$ cat config.mk
export PLATFORM = sky130hd
export DESIGN_NAME = uart_frame_tx_flat
export DESIGN_NICKNAME = d
export VERILOG_FILES = /design/src/rtl/uart_frame_tx_if.sv /design/src/rtl/uart_frame_tx.sv /design/src/flat_wrapper.sv
export SDC_FILE = /design/constraint.sdc
export NUM_CORES = 1
export LEC_CHECK = 0
export CAP_MARGIN = 20
export CELL_PAD_IN_SITES_DETAIL_PLACEMENT = 1
export CELL_PAD_IN_SITES_GLOBAL_PLACEMENT = 2
export CORE_MARGIN = 2
export CORE_UTILIZATION = 30
export CTS_CLUSTER_SIZE = 40
export DETAILED_ROUTE_END_ITERATION = 10
export PLACE_DENSITY = 0.75
export SETUP_SLACK_MARGIN = 0.15
export SYNTH_ARGS = -nofsm -noshare
export SYNTH_HDL_FRONTEND = slang
export SYNTH_SLANG_ARGS = --single-unit
$ cat constraint.sdc
create_clock -name clk -period 4.2 [get_ports clk]
set_input_delay 0.42 -clock clk [delete_from_list [all_inputs] [get_ports clk]]
set_output_delay 0.42 -clock clk [all_outputs]
set_load 0.02 [all_outputs]
$ cat src/rtl/uart_frame_tx_if.sv
// Handshake bundle between the tick counter and the UART frame transmitter.
interface uart_frame_tx_if #(
    parameter int unsigned FRAME_LEN = 4
);
    logic                     trigger;
    logic [8*FRAME_LEN-1:0]   frame_data;
    logic                     tx;
    logic                     busy;
    logic                     done;
    logic                     overrun;

    modport master (
        output trigger,
        output frame_data,
        input  tx,
        input  busy,
        input  done,
        input  overrun
    );

    modport slave (
        input  trigger,
        input  frame_data,
        output tx,
        output busy,
        output done,
        output overrun
    );
endinterface

$ cat src/rtl/uart_frame_tx.sv
// Multi-byte UART transmitter (8N1, LSB first): a trigger latches a frame, done pulses at its end.
// Optional even parity bit per byte when UART_PARITY_EN is defined.
module uart_frame_tx #(
    parameter int unsigned BAUD_DIV  = 868,
    parameter int unsigned FRAME_LEN = 4
) (
    input  logic            clk,
    input  logic            rst_n,
    uart_frame_tx_if.slave  bus
);
    localparam int unsigned DATA_W = 8 * FRAME_LEN;
    localparam int unsigned CNT_W  = $clog2(BAUD_DIV);
    localparam int unsigned BYTE_W = (FRAME_LEN > 1) ? $clog2(FRAME_LEN) : 1;

`ifdef UART_PARITY_EN
    typedef enum logic [2:0] {IDLE, START, DATA, PARITY, STOP} state_t;
`else
    typedef enum logic [2:0] {IDLE, START, DATA, STOP} state_t;
`endif

    state_t              state_q, state_n;
    logic [CNT_W-1:0]    cnt_q, cnt_n;
    logic [2:0]          bit_q, bit_n;
    logic [BYTE_W-1:0]   byte_q, byte_n;
    logic [DATA_W-1:0]   sbuf_q, sbuf_n;
    logic                tx_q, tx_n;
    logic                busy_q, busy_n;
    logic                done_q, done_n;
    logic                overrun_q, overrun_n;
    logic                bit_end_c;
    logic [7:0]          cur_byte_c;

    assign bit_end_c  = (cnt_q == CNT_W'(BAUD_DIV - 1));
    assign cur_byte_c = sbuf_q[7:0];

    // State and datapath registers; reset forces the line idle immediately.
    always_ff @(posedge clk or negedge rst_n) begin
        if (!rst_n) begin
            state_q   <= IDLE;
            cnt_q     <= '0;
            bit_q     <= '0;
            byte_q    <= '0;
            sbuf_q    <= '0;
            tx_q      <= 1'b1;
            busy_q    <= 1'b0;
            done_q    <= 1'b0;
            overrun_q <= 1'b0;
        end else begin
            state_q   <= state_n;
            cnt_q     <= cnt_n;
            bit_q     <= bit_n;
            byte_q    <= byte_n;
            sbuf_q    <= sbuf_n;
            tx_q      <= tx_n;
            busy_q    <= busy_n;
            done_q    <= done_n;
            overrun_q <= overrun_n;
        end
    end

    // Next-state logic; tx_n is the level for the bit that starts at the coming edge.
    always_comb begin
        state_n   = state_q;
        cnt_n     = cnt_q;
        bit_n     = bit_q;
        byte_n    = byte_q;
        sbuf_n    = sbuf_q;
        tx_n      = tx_q;
        busy_n    = busy_q;
        done_n    = 1'b0;
        overrun_n = 1'b0;

        if (state_q != IDLE) begin
            cnt_n = bit_end_c ? '0 : cnt_q + CNT_W'(1);
            if (bus.trigger) begin
                overrun_n = 1'b1;
            end
        end

        case (state_q)
            IDLE: begin
                tx_n   = 1'b1;
                busy_n = 1'b0;
                if (bus.trigger) begin
                    sbuf_n  = bus.frame_data;
                    byte_n  = '0;
                    bit_n   = '0;
                    cnt_n   = '0;
                    tx_n    = 1'b0;
                    busy_n  = 1'b1;
                    state_n = START;
                end
            end
            START: begin
                if (bit_end_c) begin
                    bit_n   = '0;
                    tx_n    = cur_byte_c[0];
                    state_n = DATA;
                end
            end
            DATA: begin
                if (bit_end_c) begin
                    if (bit_q == 3'd7) begin
`ifdef UART_PARITY_EN
                        tx_n    = ^cur_byte_c;
                        state_n = PARITY;
`else
                        tx_n    = 1'b1;
                        state_n = STOP;
`endif
                    end else begin
                        bit_n = bit_q + 3'd1;
                        tx_n  = cur_byte_c[bit_q + 3'd1];
                    end
                end
            end
`ifdef UART_PARITY_EN
            PARITY: begin
                if (bit_end_c) begin
                    tx_n    = 1'b1;
                    state_n = STOP;
                end
            end
`endif
            STOP: begin
                if (bit_end_c) begin
                    if (byte_q == BYTE_W'(FRAME_LEN - 1)) begin
                        tx_n    = 1'b1;
                        busy_n  = 1'b0;
                        done_n  = 1'b1;
                        state_n = IDLE;
                    end else begin
                        // Next byte follows immediately with its start bit.
                        byte_n  = byte_q + BYTE_W'(1);
                        sbuf_n  = sbuf_q >> 8;
                        tx_n    = 1'b0;
                        state_n = START;
                    end
                end
            end
            default: begin
                state_n = IDLE;
            end
        endcase
    end

    assign bus.tx      = tx_q;
    assign bus.busy    = busy_q;
    assign bus.done    = done_q;
    assign bus.overrun = overrun_q;
endmodule

$ cat src/flat_wrapper.sv
// flat-port wrapper written by rule: the top's interface ports become plain ports
module uart_frame_tx_flat 
#(
    parameter int unsigned BAUD_DIV  = 868,
    parameter int unsigned FRAME_LEN = 4
)
  (clk, rst_n, bus_trigger, bus_frame_data, bus_tx, bus_busy, bus_done, bus_overrun);
  uart_frame_tx_if #(.FRAME_LEN(FRAME_LEN)) bus_i ();
  input  logic clk;
  input  logic rst_n;
  input wire logic [$bits(bus_i.trigger)-1:0] bus_trigger;
  input wire logic [$bits(bus_i.frame_data)-1:0] bus_frame_data;
  output wire logic [$bits(bus_i.tx)-1:0] bus_tx;
  output wire logic [$bits(bus_i.busy)-1:0] bus_busy;
  output wire logic [$bits(bus_i.done)-1:0] bus_done;
  output wire logic [$bits(bus_i.overrun)-1:0] bus_overrun;
  assign bus_i.trigger = bus_trigger;
  assign bus_i.frame_data = bus_frame_data;
  assign bus_tx = bus_i.tx;
  assign bus_busy = bus_i.busy;
  assign bus_done = bus_i.done;
  assign bus_overrun = bus_i.overrun;
  uart_frame_tx #(.BAUD_DIV(BAUD_DIV), .FRAME_LEN(FRAME_LEN)) u_core (.clk(clk), .rst_n(rst_n), .bus(bus_i));
endmodule
==> Flow_metrics.wiki <==
{| class="wikitable"
! Metric !! Value
|-
| Via count || 1847
|-
| Time the worst path needs with I/O delays and setup || 2.59 ns
|-
| Number of I/O pins || 39
|-
| Worst IR drop on VDD || 0.000119 V
|-
| EDFF count, synth || 0
|-
| Worst-Margin Slew || 0.806 ns
|-
| Highest clock rate || 0.386 GHz
|-
| Synth async-reset ratio || 100%
|-
| Fraction of synthesized cell area taken by the top area cell type || 47.6%
|-
| Worst Hold Class || primary input to async pin
|-
| Cell taking the most area after synthesis || dfrtp_1
|-
| Commonest cells post-synth || 52 x dfrtp_1, 50 x mux2_2, 13 x a22o_1
|-
| Area Growth Syn to Fin || 21.9%
|-
| Run status || completed
|-
| Most common cell in the synthesized netlist || dfrtp_1
|-
| Grt ovf || 0
|-
| Post-cts resize count || 0
|-
| Clock latency reported for the late side of the worst-skew pair || 0.30 ns
|-
| Synthesized net count || 265
|-
| Wire length of the first global-routing pass || 9.89 mm
|-
| Setup repair after global routing missed its margin || no
|-
| Post-detailed-route count of antenna-violating nets || 0
|-
| Die X-Extent || 99.5 um
|-
| Count of filler cells inserted in the layout || 961
|-
| Detailed Route Iter0 Violations || 45
|-
| Pre-Repair DR Iteration Count || 4
|-
| Total clock buffers created by CTS || 5
|-
| Final setup skew || 0.00686 ns
|-
| Flip-flop and latch count after synthesis || 53
|-
| Layout cell share with drive strength beyond 1 || 27.6%
|-
| Total die area || 0.00989 sq mm
|-
| Post-CTS setup repair buffer count || 0
|-
| Average detailed-routed wire length per instance || 15.8 um
|-
| Number of buffers on the longest clock path || 2
|-
| Required time reported for the critical path endpoint || 4.39 ns
|-
| Wire length after detailed routing || 5.81 mm
|-
| Final weighted congestion of routability-driven global placement || 0.755
|-
| Half-perimeter wire length after detailed placement || 4.19 mm
|-
| Remaining design rule violation count || 0
|-
| Final hold violation count || 0
|-
| Floorplan die height || 99.5 um
|-
| Leakage power || 1.37 nW
|-
| Setup-failing EPs final || 0
|-
| Top_reg_cell synth || dfrtp_1
|-
| Post-Syn Instances || 222
|-
| CTS sink count || 53
|-
| Site row count || 34
|-
| Post-synthesis area per instance || 12.3 sq um
|-
| Pin count of the biggest net entering global routing || 54
|-
| Yosys warnings || 0
|-
| Total Routing Usage GR || 12.4%
|-
| Tcrit/Tclk final || 61.7%
|-
| H-tree depth || 2
|-
| Standard cell core area || 0.00876 sq mm
|-
| Count of hold buffers inserted by post-cts repair || 0
|-
| Number of antenna violations at the first check in global routing || 0
|-
| Max-Slew Margin vs Limit || 46.0%
|-
| Final-layout setup total negative slack || 0 ns
|-
| Critical path data arrival time || 2.79 ns
|-
| CP Capture Type || flop
|-
| Antenna cell count || 0
|-
| Count of input and output buffers || 38
|-
| Via density per instance || 5.01
|-
| Utilization after layout || 38.0%
|-
| Combined area of all synthesized cells || 0.00273 sq mm
|-
| Sequential fraction of the synthesis area || 48.6%
|-
| Cell types with the largest area share after synthesis || dfrtp_1 48%, mux2_2 21%, a22o_1 4.2%, ha_1 3.7%, mux4_2 1.6%
|-
| Clock transition at path regs || 0.10 ns
|-
| Worst setup path category || flop to flop
|-
| Clock root buffer || clkbuf_8
|-
| Effective utilization at floorplan || 31.2%
|-
| Final-stage net count || 303
|-
| Post-synth cell types || 43
|-
| Max-slew violation total from the final report || 0
|-
| Maximum fanout along the worst path || 34
|-
| Number of violations of the max-capacitance limit || 0
|-
| Via count of the first global-routing pass || 1993
|-
| TritonCTS clock tree || built
|-
| Nature of the critical path startpoint || flop
|-
| Areal power density over the cells || 276 mW/mm^2
|}
[layout make-up]
class	count	area (sq um)	area share [%]
clock inverter	3	28.8	0.864
tap	108	135	4.06
multi-input combinational	151	1340	40.2
sequential	53	1330	39.8
clock buffer	5	68.8	2.07
timing repair buffer	42	405	12.2
inverter	7	26.3	0.789
[layout by cell type, fill, tap and decap left out, types with 2 or more instances in the layout]
master	instances
a21oi_1	3
clkdlybuf4s50_1	37
nor4_1	3
a22o_1	13
nor2_1	7
o211a_1	2
clkbuf_8	5
buf_4	4
mux2i_1	3
mux4_2	2
and2_1	2
nand3_1	2
a22oi_1	2
nor3_2	2
nand2_1	11
dfrtp_1	52
ha_1	8
mux2_2	50
nor3_1	4
inv_1	7
or3_1	3
o21ai_0	8
nor2b_1	6
mux2_1	2
[per-stage QoR]
step | worst slack [ns] | instances | hold slack [ns] | area [sq um] | power (mW)
final | 1.61 | 369 | 0.240 | 3330 | 0.918
after global placement | 1.63 | 361 | 0.477 | 3230 | 0.619
after CTS | 1.56 | 369 | 0.258 | 3330 | 0.937
after global routing | 1.44 | 369 | 0.278 | 3330 | 0.962
after floorplan | 1.98 | 222 | 0.124 | 2730 | 0.568
after detailed placement | 1.56 | 361 | 0.479 | 3230 | 0.620
[final timing paths]
| kind | slack (ns) | depth (start not counted) | to | from |
|---|---|---|---|---|
| hold / removal | 0.24 | 2 | u_core.sbuf_q[24]$_DFFE_PN0P_ | rst_n |
| setup reg to reg | 1.61 | 8 | u_core.sbuf_q[4]$_DFFE_PN0P_ | u_core.state_q[0]$_DFFE_PN0P_ |
| min in group clk | 0.51 | 1 | u_core.sbuf_q[30]$_DFFE_PN0P_ | u_core.sbuf_q[30]$_DFFE_PN0P_ |
| hold reg to reg | 0.51 | 1 | u_core.sbuf_q[30]$_DFFE_PN0P_ | u_core.sbuf_q[30]$_DFFE_PN0P_ |
| max in group asynchronous | 3.52 | 2 | u_core.sbuf_q[5]$_DFFE_PN0P_ | rst_n |
| setup / recovery | 1.61 | 8 | u_core.sbuf_q[4]$_DFFE_PN0P_ | u_core.state_q[0]$_DFFE_PN0P_ |
[routing by layer]
metal | GRT usage, % | up-vias | part of all wire, %
met5 | 0 | - | 0
met4 | 2.21 | 0 | 0.41
met3 | 2.11 | 2 | 2.1
met2 | 22.2 | 20 | 52
met1 | 15.9 | 936 | 46
li1 | - | 889 | -
[registers in the layout, indices dropped and copies added, names as in the netlist]
signal,flops
u_core.bus.busy,1
u_core.bit_q,3
u_core.cnt_q,10
u_core.bus.overrun,1
u_core.bus.tx,1
u_core.state_q,2
u_core.sbuf_q,32
u_core.byte_q,2
u_core.bus.done,1
[power breakdown]
| group | switching [mW] | leakage [nW] | internal [mW] |
|---|---|---|---|
| logic | 0.0235 | 0.697 | 0.0498 |
| registers | 0.00829 | 0.619 | 0.526 |
| clock network | 0.186 | 0.0506 | 0.125 |
[kinds of logic after synthesis]
logic type | after synthesis | share of synthesized area (%)
AO/OA/AOI/OAI | 37 | 10.7
flip-flops | 53 | 48.6
multiplexers | 57 | 24.2
buffers and inverters | 18 | 2.70
adder cells (fa/ha/maj) | 8 | 3.66
XOR/XNOR | 1 | 0.320
AND/OR/NAND/NOR | 48 | 9.89
[worst max-delay path, cell delays in order, from the launching register on]
cell,delay [ns]
dfrtp_1,0.39
inv_1,0.08
ha_1,0.35
nor2b_1,0.20
buf_4,0.17
nor3_2,0.62
a21oi_4,0.01
buf_4,0.30
mux2_1,0.35
Note: power is estimated with default switching activity, not from simulation.
